[src/rtl/dds_cmd_pkg.sv]
// Shared types and constants for the UART-to-DDS command path.
package dds_cmd_pkg;

   localparam int PHASE_W = 10;
   localparam logic [7:0] CH_BROADCAST = 8'hFF;

   typedef logic [PHASE_W-1:0] phase_t;

   typedef enum logic [2:0] {
      IDLE,
      CH,
      HI,
      LO,
      CK
   } state_e;

   typedef enum logic [1:0] {
      ERR_NONE    = 2'd0,
      ERR_CKSUM   = 2'd1,
      ERR_RANGE   = 2'd2,
      ERR_TIMEOUT = 2'd3
   } err_e;

   localparam phase_t PHASE_RST_0 = 10'd0;
   localparam phase_t PHASE_RST_1 = 10'd256;
   localparam phase_t PHASE_RST_2 = 10'd512;
   localparam phase_t PHASE_RST_3 = 10'd768;

   function automatic phase_t reset_phase(input logic [1:0] idx);
      phase_t val;
      case (idx)
         2'd0:    val = PHASE_RST_0;
         2'd1:    val = PHASE_RST_1;
         2'd2:    val = PHASE_RST_2;
         default: val = PHASE_RST_3;
      endcase
      return val;
   endfunction

   // Channel must be 0..3 or broadcast, and only two phase bits may come from the high byte.
   function automatic logic range_ok(input logic [7:0] ch, input logic [7:0] hi);
      return ((ch[7:2] == 6'd0) || (ch == CH_BROADCAST)) && (hi[7:2] == 6'd0);
   endfunction

endpackage

[src/rtl/phase_frame_parser_if.sv]
// Byte input, apply strobe, phase words and frame status between UART side and DDS side.
interface phase_frame_parser_if;
   import dds_cmd_pkg::*;

   logic [7:0] rx_data;
   logic       rx_done;
   logic       apply;
   phase_t     phase_1;
   phase_t     phase_2;
   phase_t     phase_3;
   phase_t     phase_4;
   logic       frame_ok;
   logic       frame_err;
   logic [1:0] err_code;

   modport master (
      output rx_data, rx_done, apply,
      input  phase_1, phase_2, phase_3, phase_4, frame_ok, frame_err, err_code
   );

   modport slave (
      input  rx_data, rx_done, apply,
      output phase_1, phase_2, phase_3, phase_4, frame_ok, frame_err, err_code
   );

endinterface

[src/rtl/frame_timeout_ctr.sv]
// Inter-byte watchdog: clears on each byte, counts while a frame is open, pulses on expiry.
module frame_timeout_ctr #(
   parameter int TIMEOUT_CYC = 100000
) (
   input  logic clk,
   input  logic rst,
   input  logic clr,
   input  logic run,
   output logic expire
);

   localparam int CNT_W = (TIMEOUT_CYC > 2) ? $clog2(TIMEOUT_CYC) : 1;
   localparam logic [CNT_W-1:0] LAST = CNT_W'(TIMEOUT_CYC - 1);

   logic [CNT_W-1:0] cnt_q, cnt_d;

   // A byte arriving in the expiry cycle suppresses the expiry.
   always_comb begin
      expire = run && !clr && (cnt_q == LAST);
      cnt_d  = cnt_q + CNT_W'(1);
      if (clr || !run || expire) begin
         cnt_d = '0;
      end
   end

   always_ff @(posedge clk) begin
      if (rst) begin
         cnt_q <= '0;
      end else begin
         cnt_q <= cnt_d;
      end
   end

endmodule

[src/rtl/phase_frame_parser.sv]
// Parses HDR/CH/PH_HI/PH_LO/CK frames into four DDS phase offset words.
// Optional PHASE_APPLY_SYNC_EN: accepted values wait in shadow registers until an apply pulse.
module phase_frame_parser
   import dds_cmd_pkg::*;
#(
   parameter int         TIMEOUT_CYC = 100000,
   parameter logic [7:0] HDR_BYTE    = 8'hA5
) (
   input logic                 clk,
   input logic                 rst_n,
   phase_frame_parser_if.slave bus
);

   state_e     state_q, state_d;
   logic [7:0] ch_q, ch_d;
   logic [7:0] hi_q, hi_d;
   logic [7:0] lo_q, lo_d;
   phase_t     phase_q [4];
   phase_t     phase_d [4];
   phase_t     upd     [4];
   logic       frame_ok_q, frame_ok_d;
   logic       frame_err_q, frame_err_d;
   err_e       err_code_q, err_code_d;
   logic       accept;
   logic       expire;
   logic       run;
   phase_t     new_phase;

   assign run       = (state_q != IDLE);
   assign new_phase = {hi_q[1:0], lo_q};

   frame_timeout_ctr #(
      .TIMEOUT_CYC(TIMEOUT_CYC)
   ) u_timeout (
      .clk    (clk),
      .rst    (rst_n),
      .clr    (bus.rx_done),
      .run    (run),
      .expire (expire)
   );

   always_comb begin
      state_d     = state_q;
      ch_d        = ch_q;
      hi_d        = hi_q;
      lo_d        = lo_q;
      frame_ok_d  = 1'b0;
      frame_err_d = 1'b0;
      err_code_d  = err_code_q;
      accept      = 1'b0;
      if (bus.rx_done) begin
         case (state_q)
            IDLE: if (bus.rx_data == HDR_BYTE) state_d = CH;
            CH: begin
               ch_d    = bus.rx_data;
               state_d = HI;
            end
            HI: begin
               hi_d    = bus.rx_data;
               state_d = LO;
            end
            LO: begin
               lo_d    = bus.rx_data;
               state_d = CK;
            end
            CK: begin
               state_d = IDLE;
               if (bus.rx_data != (ch_q ^ hi_q ^ lo_q)) begin
                  frame_err_d = 1'b1;
                  err_code_d  = ERR_CKSUM;
               end else if (!range_ok(ch_q, hi_q)) begin
                  frame_err_d = 1'b1;
                  err_code_d  = ERR_RANGE;
               end else begin
                  frame_ok_d = 1'b1;
                  accept     = 1'b1;
               end
            end
            default: state_d = IDLE;
         endcase
      end else if (expire) begin
         state_d     = IDLE;
         frame_err_d = 1'b1;
         err_code_d  = ERR_TIMEOUT;
      end
   end

`ifdef PHASE_APPLY_SYNC_EN
   phase_t shadow_q [4];
   phase_t shadow_d [4];

   // Apply in the acceptance cycle forwards the freshly accepted value.
   always_comb begin
      for (int i = 0; i < 4; i++) begin
         upd[i] = shadow_q[i];
         if (accept && ((ch_q == CH_BROADCAST) || (ch_q[1:0] == 2'(i)))) upd[i] = new_phase;
         shadow_d[i] = upd[i];
         phase_d[i]  = bus.apply ? upd[i] : phase_q[i];
      end
   end

   always_ff @(posedge clk) begin
      if (rst_n) begin
         for (int i = 0; i < 4; i++) shadow_q[i] <= reset_phase(2'(i));
      end else begin
         for (int i = 0; i < 4; i++) shadow_q[i] <= shadow_d[i];
      end
   end
`else
   logic unused_apply;
   assign unused_apply = bus.apply;

   always_comb begin
      for (int i = 0; i < 4; i++) begin
         upd[i] = phase_q[i];
         if (accept && ((ch_q == CH_BROADCAST) || (ch_q[1:0] == 2'(i)))) upd[i] = new_phase;
         phase_d[i] = upd[i];
      end
   end
`endif

   always_ff @(posedge clk) begin
      if (rst_n) begin
         state_q     <= IDLE;
         ch_q        <= '0;
         hi_q        <= '0;
         lo_q        <= '0;
         frame_ok_q  <= 1'b0;
         frame_err_q <= 1'b0;
         err_code_q  <= ERR_NONE;
         for (int i = 0; i < 4; i++) phase_q[i] <= reset_phase(2'(i));
      end else begin
         state_q     <= state_d;
         ch_q        <= ch_d;
         hi_q        <= hi_d;
         lo_q        <= lo_d;
         frame_ok_q  <= frame_ok_d;
         frame_err_q <= frame_err_d;
         err_code_q  <= err_code_d;
         for (int i = 0; i < 4; i++) phase_q[i] <= phase_d[i];
      end
   end

   assign bus.phase_1   = phase_q[0];
   assign bus.phase_2   = phase_q[1];
   assign bus.phase_3   = phase_q[2];
   assign bus.phase_4   = phase_q[3];
   assign bus.frame_ok  = frame_ok_q;
   assign bus.frame_err = frame_err_q;
   assign bus.err_code  = err_code_q;

endmodule

[src/flat_wrapper.sv]
// flat-port wrapper written by rule: the top's interface ports become plain ports
module phase_frame_parser_flat import dds_cmd_pkg::*;
#(
   parameter int         TIMEOUT_CYC = 100000,
   parameter logic [7:0] HDR_BYTE    = 8'hA5
)
  (clk, rst_n, bus_rx_data, bus_rx_done, bus_apply, bus_phase_1, bus_phase_2, bus_phase_3, bus_phase_4, bus_frame_ok, bus_frame_err, bus_err_code);
  phase_frame_parser_if bus_i ();
  input logic clk;
  input logic rst_n;
  input wire logic [$bits(bus_i.rx_data)-1:0] bus_rx_data;
  input wire logic [$bits(bus_i.rx_done)-1:0] bus_rx_done;
  input wire logic [$bits(bus_i.apply)-1:0] bus_apply;
  output wire logic [$bits(bus_i.phase_1)-1:0] bus_phase_1;
  output wire logic [$bits(bus_i.phase_2)-1:0] bus_phase_2;
  output wire logic [$bits(bus_i.phase_3)-1:0] bus_phase_3;
  output wire logic [$bits(bus_i.phase_4)-1:0] bus_phase_4;
  output wire logic [$bits(bus_i.frame_ok)-1:0] bus_frame_ok;
  output wire logic [$bits(bus_i.frame_err)-1:0] bus_frame_err;
  output wire logic [$bits(bus_i.err_code)-1:0] bus_err_code;
  assign bus_i.rx_data = bus_rx_data;
  assign bus_i.rx_done = bus_rx_done;
  assign bus_i.apply = bus_apply;
  assign bus_phase_1 = bus_i.phase_1;
  assign bus_phase_2 = bus_i.phase_2;
  assign bus_phase_3 = bus_i.phase_3;
  assign bus_phase_4 = bus_i.phase_4;
  assign bus_frame_ok = bus_i.frame_ok;
  assign bus_frame_err = bus_i.frame_err;
  assign bus_err_code = bus_i.err_code;
  phase_frame_parser #(.TIMEOUT_CYC(TIMEOUT_CYC), .HDR_BYTE(HDR_BYTE)) u_core (.clk(clk), .rst_n(rst_n), .bus(bus_i));
endmodule
[config.mk]
export PLATFORM = sky130hd
export DESIGN_NAME = phase_frame_parser_flat
export DESIGN_NICKNAME = d
export VERILOG_FILES = /design/src/rtl/dds_cmd_pkg.sv /design/src/rtl/phase_frame_parser_if.sv /design/src/rtl/frame_timeout_ctr.sv /design/src/rtl/phase_frame_parser.sv /design/src/flat_wrapper.sv
export SDC_FILE = /design/constraint.sdc
export NUM_CORES = 1
export LEC_CHECK = 0
export BUFFER_PORTS_ARGS = -buffer_cell sky130_fd_sc_hd__buf_2
export CORE_ASPECT_RATIO = 0.75
export CORE_UTILIZATION = 44
export CTS_BUF_LIST = sky130_fd_sc_hd__clkbuf_4
export CTS_CLUSTER_DIAMETER = 200
export CTS_CLUSTER_SIZE = 12
export DETAILED_ROUTE_END_ITERATION = 8
export SYNTH_ARGS = -nofsm -noshare
export SYNTH_HDL_FRONTEND = slang
export SYNTH_SLANG_ARGS = --single-unit
[constraint.sdc]
create_clock -name clk -period 4.5 [get_ports clk]
set_input_delay 0.45 -clock clk [delete_from_list [all_inputs] [get_ports clk]]
set_output_delay 0.45 -clock clk [all_outputs]
set_load 0.02 [all_outputs]
==> flow_metrics.py, run 1 <==
metrics = {
    "status": {
        "outcome": "finished, final reports clean",
    },
    "logic_synthesis": {
        "yosys-top-cells-area": "dfxtp_1 46%, mux2i_1 13%, nand2b_1 7.7%",
        "async_flop_share_pct": 0,
        "postSynthAreaPerCell_sq_um": 9.27,
        "ys.flop_type": "dfxtp_1",
        "synth_edf_count": 0,
        "synth.yosys.warnings": 0,
        "synthDistinctLibCells": 35,
        "syn-num-nets": 424,
        "netlist_area_sq_um": 3810,
        "yosysSeqAreaShare_pct": 46.2,
        "ys_top_cells_by_count": "88 x dfxtp_1, 48 x mux2i_1, 47 x nand2_1, 47 x nand2b_1, 42 x nor2_1",
        "synth_top_cell_by_area": "dfxtp_1",
        "synth_top_area_share_pct": 46.2,
        "syn_inst": 411,
        "ys_seq_elements": 88,
        "synthMostInstantiatedCell": "dfxtp_1",
    },
    "layout": {
        "fin_util_pct": 51.1,
        "final_cells": 571,
        "design_area_sq_um": 4300,
        "antenna_cells_inserted": 0,
        "area_growth_syn_to_layout_pct": 12.9,
        "final_net_count": 471,
        "final_layout_size_suffix_gt1_share_pct": 16.8,
        "n_fill_cell": 835,
    },
    "placement": {
        "dpl.hpwl_mm": 5.78,
        "portBuffers": 54,
        "pre_cts_ws_ns": 2.17,
        "globalplace.congestion": 0.857,
        "postPlaceCellArea_sq_um": 4130,
        "place_inst": 555,
    },
    "global_route": {
        "grt_usage_pct": 19.2,
        "gr-total-overflow": 0,
        "antenna_found_initial": 0,
        "grt_pass1_vias": 2599,
        "grt_max_degree": 49,
        "grt_pass1_wl_mm": 13.0,
    },
    "critical_path": {
        "path_class": "flip-flop to flip-flop",
        "critPathMaxStageDelay_ns": 0.74,
        "worstPathCellList": "xor2_1 > xnor2_1 > nand4_1 > or4_4 > mux2i_1",
        "start_kind": "flip-flop",
        "arrival_ns": 2.49,
        "critPathMaxFanout": 10,
        "crit_slowest_cell": "or4_4",
        "critPathTopFamily": "simple AND/OR/NAND/NOR gates",
        "cp.required_ns": 4.82,
        "cp_num_buf_inv": 0,
        "end_kind": "flip-flop",
    },
    "clock_network": {
        "cts_tree": "built",
        "cts_sinks": 88,
        "ctsRootBufferMaster": "clkbuf_4",
        "path_clk_slew_ns": 0.14,
        "htreeDepth": 3,
        "clock_path_buffers": 2,
        "ctsHoldBuffers": 0,
        "insertion_delay_ns": 0.44,
        "post_cts_resized": 0,
        "cts_setup_buffers": 0,
        "cts_buffers": 9,
    },
    "route": {
        "wl_per_cell_microns": 14.2,
        "wl_met1_mm": 4.40,
        "dr.pass1.iters": 4,
        "ant_nets": 0,
        "wl_met2_mm": 3.28,
        "drtIter0Drc": 121,
        "drcViolationCount": 0,
        "routed_via_density": 4.99,
        "wirelength_mm": 8.10,
        "top_layer": "met4",
        "route.vias.total": 2849,
        "wl_met3_microns": 348,
    },
    "power": {
        "power_density_nw_per_um2": 309,
        "p_leak_nw": 1.76,
        "ir_drop_uv": 186,
        "power_mw": 1.33,
    },
    "timing": {
        "slew_headroom_pct": 32.5,
        "fmax_ghz": 0.462,
        "slew_violations": 0,
        "fin_setup_tns_ns": 0,
        "fin_crit_sh_pct": 48.1,
        "worst_pin_slew_ns": 1.01,
        "period_minus_slack_ns": 2.17,
        "final-setup-viol-count": 0,
        "skew_ns": 0.0185,
        "rsz0062_at_grt": "false",
        "holdWs_ns": 0.287,
        "finalHoldViolations": 0,
        "finalWorstSetupSlack_ns": 2.33,
    },
    "die": {
        "die_x_microns": 109,
        "io_pins": 56,
        "fp.dieArea_sq_um": 9040,
        "start_util_pct": 45.3,
        "core_sq_um": 8420,
        "die_h_microns": 82.6,
        "rows": 29,
    },
    "worst_hold_path": {
        "hold_class": "input pin to flip-flop",
    },
    "flow_run": {
        "cap_violations": 0,
    },
}
==> final timing paths <==
kind	from	end	slack, ns	cells after the start
max	u_core.ch_q[1]$_SDFFE_PP0P_	u_core.phase_q[0][21]$_SDFFE_PP0P_	2.33	5
min	bus_rx_data[4]	u_core.lo_q[4]$_SDFFE_PP0P_	0.29	3
max reg2reg	u_core.ch_q[1]$_SDFFE_PP0P_	u_core.phase_q[0][21]$_SDFFE_PP0P_	2.33	5
min reg2reg	u_core.u_timeout.cnt_q[0]$_SDFF_PP0_	u_core.u_timeout.cnt_q[0]$_SDFF_PP0_	0.46	1
==> where the power goes <==
group | switching, mW | leakage, nW | internal, mW
logic | 0.0232 | 0.964 | 0.0160
registers | 0.000170 | 0.709 | 0.779
clock network | 0.276 | 0.0832 | 0.234
==> layout make-up <==
type | count | area (sq um) | area share, %
multi-input combinational | 299 | 1940 | 45.0
timing repair buffer | 56 | 285 | 6.63
sequential | 88 | 1760 | 41.0
tap | 108 | 135 | 3.14
clock buffer | 10 | 75.1 | 1.75
inverter | 4 | 15.0 | 0.349
clock inverter | 6 | 92.6 | 2.15
==> cell families (layout without fill, tap and decap cells) <==
| logic type | after synthesis | in the layout | synth area share (%) |
|---|---|---|---|
| AND/OR/NAND/NOR | 179 | 179 | 23.9 |
| flip-flops | 88 | 88 | 46.2 |
| buffers and inverters | 24 | 76 | 3.12 |
| XOR/XNOR | 40 | 40 | 9.19 |
| AO/OA/AOI/OAI | 31 | 31 | 4.63 |
| multiplexers | 48 | 48 | 12.6 |
| adder cells (fa/ha/maj) | 1 | 1 | 0.328 |
==> tightest hold or removal path: cells and delay by family <==
family / cells / cell delay, ns
compound gates: 1 / 0.05
buf+inv: 1 / 0.14
simple gates: 1 / 0.06
==> placed cells by master (no fill, tap or decap), types with 3 or more instances in the layout <==
cell	instances
nand4_1	5
xor2_1	13
or4_4	3
nand3_1	10
mux2i_1	48
inv_1	4
clkbuf_4	10
nor4_1	6
a21oi_1	21
nand2_1	47
nor2_1	42
nand2b_1	47
dfxtp_1	88
buf_2	54
xnor2_1	27
nor3_1	3
and3_1	5
==> per-layer routing <==
layer	global-route usage [%]	up-vias
met1	28.7	1321
li1	-	1471
met5	0	-
met4	5.20	0
met2	26.9	51
met3	5.02	6
==> registers in the layout (all words and copies together), names as in the netlist, 2 cells and up <==
signal and flops:
u_core.u_timeout.cnt_q 17, u_core.hi_q 8, u_core.phase_q 40, u_core.bus.err_code 2, u_core.state_q 3, u_core.ch_q 8
u_core.lo_q 8
Note: power is estimated with default switching activity, not from simulation.
==> inputs of run 2 (changes only) <==
--- a/config.mk
+++ b/config.mk
@@ -12,6 +12,7 @@
 export CTS_CLUSTER_DIAMETER = 200
 export CTS_CLUSTER_SIZE = 12
 export DETAILED_ROUTE_END_ITERATION = 8
+export PLACE_DENSITY = 0.67
 export SYNTH_ARGS = -nofsm -noshare
 export SYNTH_HDL_FRONTEND = slang
 export SYNTH_SLANG_ARGS = --single-unit
==> constraint.sdc (replaced) <==
create_clock -name clk -period 1.9 [get_ports clk]
set_input_delay 0.19 -clock clk [delete_from_list [all_inputs] [get_ports clk]]
set_output_delay 0.19 -clock clk [all_outputs]
set_load 0.02 [all_outputs]
==> flow_metrics.py, run 2 (synthesis gave the netlist of run 1 again) <==
metrics = {
    "status": {
        "outcome": "finished, violations left",
        "violations": "setup timing",
    },
    "layout": {
        "final_layout_size_suffix_gt1_share_pct": 27.7,
        "final_common_cell": "dfxtp_1",
        "design_area_sq_um": 4810,
        "largest_register": "u_core.phase_q",
        "area_growth_syn_to_layout_pct": 26.3,
        "n_fill_cell": 764,
        "final_net_count": 521,
        "layout_common_cells": "80 x dfxtp_1, 54 x buf_2, 48 x mux2i_1",
        "antenna_cells_inserted": 0,
        "top_regs": "u_core.phase_q x40, u_core.u_timeout.cnt_q x17",
        "largest_reg_flops": 40,
    },
    "critical_path": {
        "cp_num_buf_inv": 2,
        "crit_slowest_cell": "or4_4",
        "critPathMaxStageDelay_ns": 0.55,
        "critPathMaxFanout": 7,
        "worstPathCellList": "buf_4 > nand4_1 > a2bb2oi_2 > or2_4 > buf_6 > or4_4 > mux2i_1",
        "arrival_ns": 2.39,
        "start_kind": "flip-flop",
        "critPathTopFamily": "simple AND/OR/NAND/NOR gates",
        "end_kind": "flip-flop",
        "critPathLaunch": "u_core.ch_q[5]$_SDFFE_PP0P_",
        "cp.required_ns": 2.25,
        "reg2reg_from": "u_core.ch_q[5]$_SDFFE_PP0P_",
        "r2r_slack_ns": -0.14,
        "path_class": "flip-flop to flip-flop",
    },
    "global_route": {
        "grt_pass1_wl_mm": 13.8,
        "grt_pass1_vias": 2730,
        "antenna_found_initial": 0,
        "grt_max_degree": 32,
        "gr-total-overflow": 0,
        "grt_usage_pct": 20.5,
    },
    "route": {
        "ant_nets": 0,
        "drtIter0Drc": 163,
        "drcViolationCount": 0,
        "routed_via_density": 5.05,
        "route.vias.total": 3136,
        "wl_per_cell_microns": 14.2,
        "dr.pass1.iters": 4,
        "wirelength_mm": 8.81,
    },
    "power": {
        "power_mw": 3.14,
        "ir_drop_uv": 530,
        "p_leak_nw": 2.04,
        "power_density_nw_per_um2": 653,
    },
    "placement": {
        "portBuffers": 54,
        "pre_cts_ws_ns": -0.164,
        "dpl.hpwl_mm": 6.11,
        "globalplace.congestion": 0.855,
        "postPlaceCellArea_sq_um": 4460,
    },
    "timing": {
        "slew_violations": 0,
        "finalHoldViolations": 0,
        "fin_crit_sh_pct": 107,
        "final-setup-viol-count": 40,
        "finalWorstSetupSlack_ns": -0.137,
        "worst_pin_slew_ns": 0.529,
        "fin_setup_tns_ns": -3.37,
        "holdWs_ns": 0.129,
        "skew_ns": 0.0296,
        "period_minus_slack_ns": 2.04,
        "fmax_ghz": 0.491,
        "slew_headroom_pct": 64.4,
        "rsz0062_at_grt": "true",
    },
    "clock_network": {
        "path_clk_slew_ns": 0.14,
        "ctsHoldBuffers": 0,
        "cts_sinks": 88,
        "insertion_delay_ns": 0.45,
        "ctsRootBufferMaster": "clkbuf_4",
        "cts_tree": "built",
        "cts_buffers": 9,
        "clock_path_buffers": 2,
        "htreeDepth": 3,
    },
    "die": {
        "io_pins": 56,
        "fp.dieArea_sq_um": 9040,
        "rows": 29,
        "die_x_microns": 109,
        "core_sq_um": 8420,
        "die_h_microns": 82.6,
        "start_util_pct": 45.3,
    },
    "flow_run": {
        "cap_violations": 0,
    },
    "worst_hold_path": {
        "hp-start": "bus_rx_done",
        "hold_class": "input pin to flip-flop",
    },
}
## run 2: final cells by class
| class | instances | area, sq um | area share (%) |
|---|---|---|---|
| clock buffer | 9 | 67.6 | 1.40 |
| sequential | 88 | 1770 | 36.8 |
| inverter | 4 | 15.0 | 0.312 |
| clock inverter | 7 | 92.6 | 1.92 |
| multi-input combinational | 301 | 2040 | 42.4 |
| tap | 108 | 135 | 2.81 |
| timing repair buffer | 104 | 688 | 14.3 |
## run 2: metrics by stage
stage / util [%] / instances
global route: 57.2 / 621
CTS: 56.3 / 619
finish: 57.2 / 621
floorplan: - / 411
global placement: 53.0 / 595
detailed placement: 53.0 / 595
## run 2: worst paths after layout
path                                          end  cells past startpoint
max reg2reg     u_core.phase_q[0][9]$_SDFFE_PP0P_                      7
min                u_core.state_q[0]$_SDFFE_PP0P_                      4
min reg2reg  u_core.u_timeout.cnt_q[0]$_SDFF_PP0_                      1
max             u_core.phase_q[0][9]$_SDFFE_PP0P_                      7
## run 2: report_power, final
| part | switching, mW | internal (mW) |
|---|---|---|
| Sequential | 0.000268 | 1.85 |
| Combinational | 0.0616 | 0.0582 |
| Clock | 0.644 | 0.534 |
| Total | 0.706 | 2.44 |
## run 2: metal layers
layer  wire length, microns  GRT usage (%)  vias to the layer above
met1                   4560           29.2                     1491
li1                       -              -                     1579
met5                      0              0                        -
met4                    104           6.80                        0
met3                    332           5.26                        7
met2                   3810           29.9                       59
## run 2: timing repair
item | 4_1_cts | 5_1_grt
pin swaps | 10 | 6
setup endpoints to repair | 40 | 58
gates resized for setup | 17 | 11
cloned | 2 | 1
buffers inserted | 6 | 1
## run 2: tightest hold or removal path, cell delays in order
cell and delay, ns:
buf_2 0.12, a21oi_1 0.10, nand2_1 0.08, a21oi_1 0.05
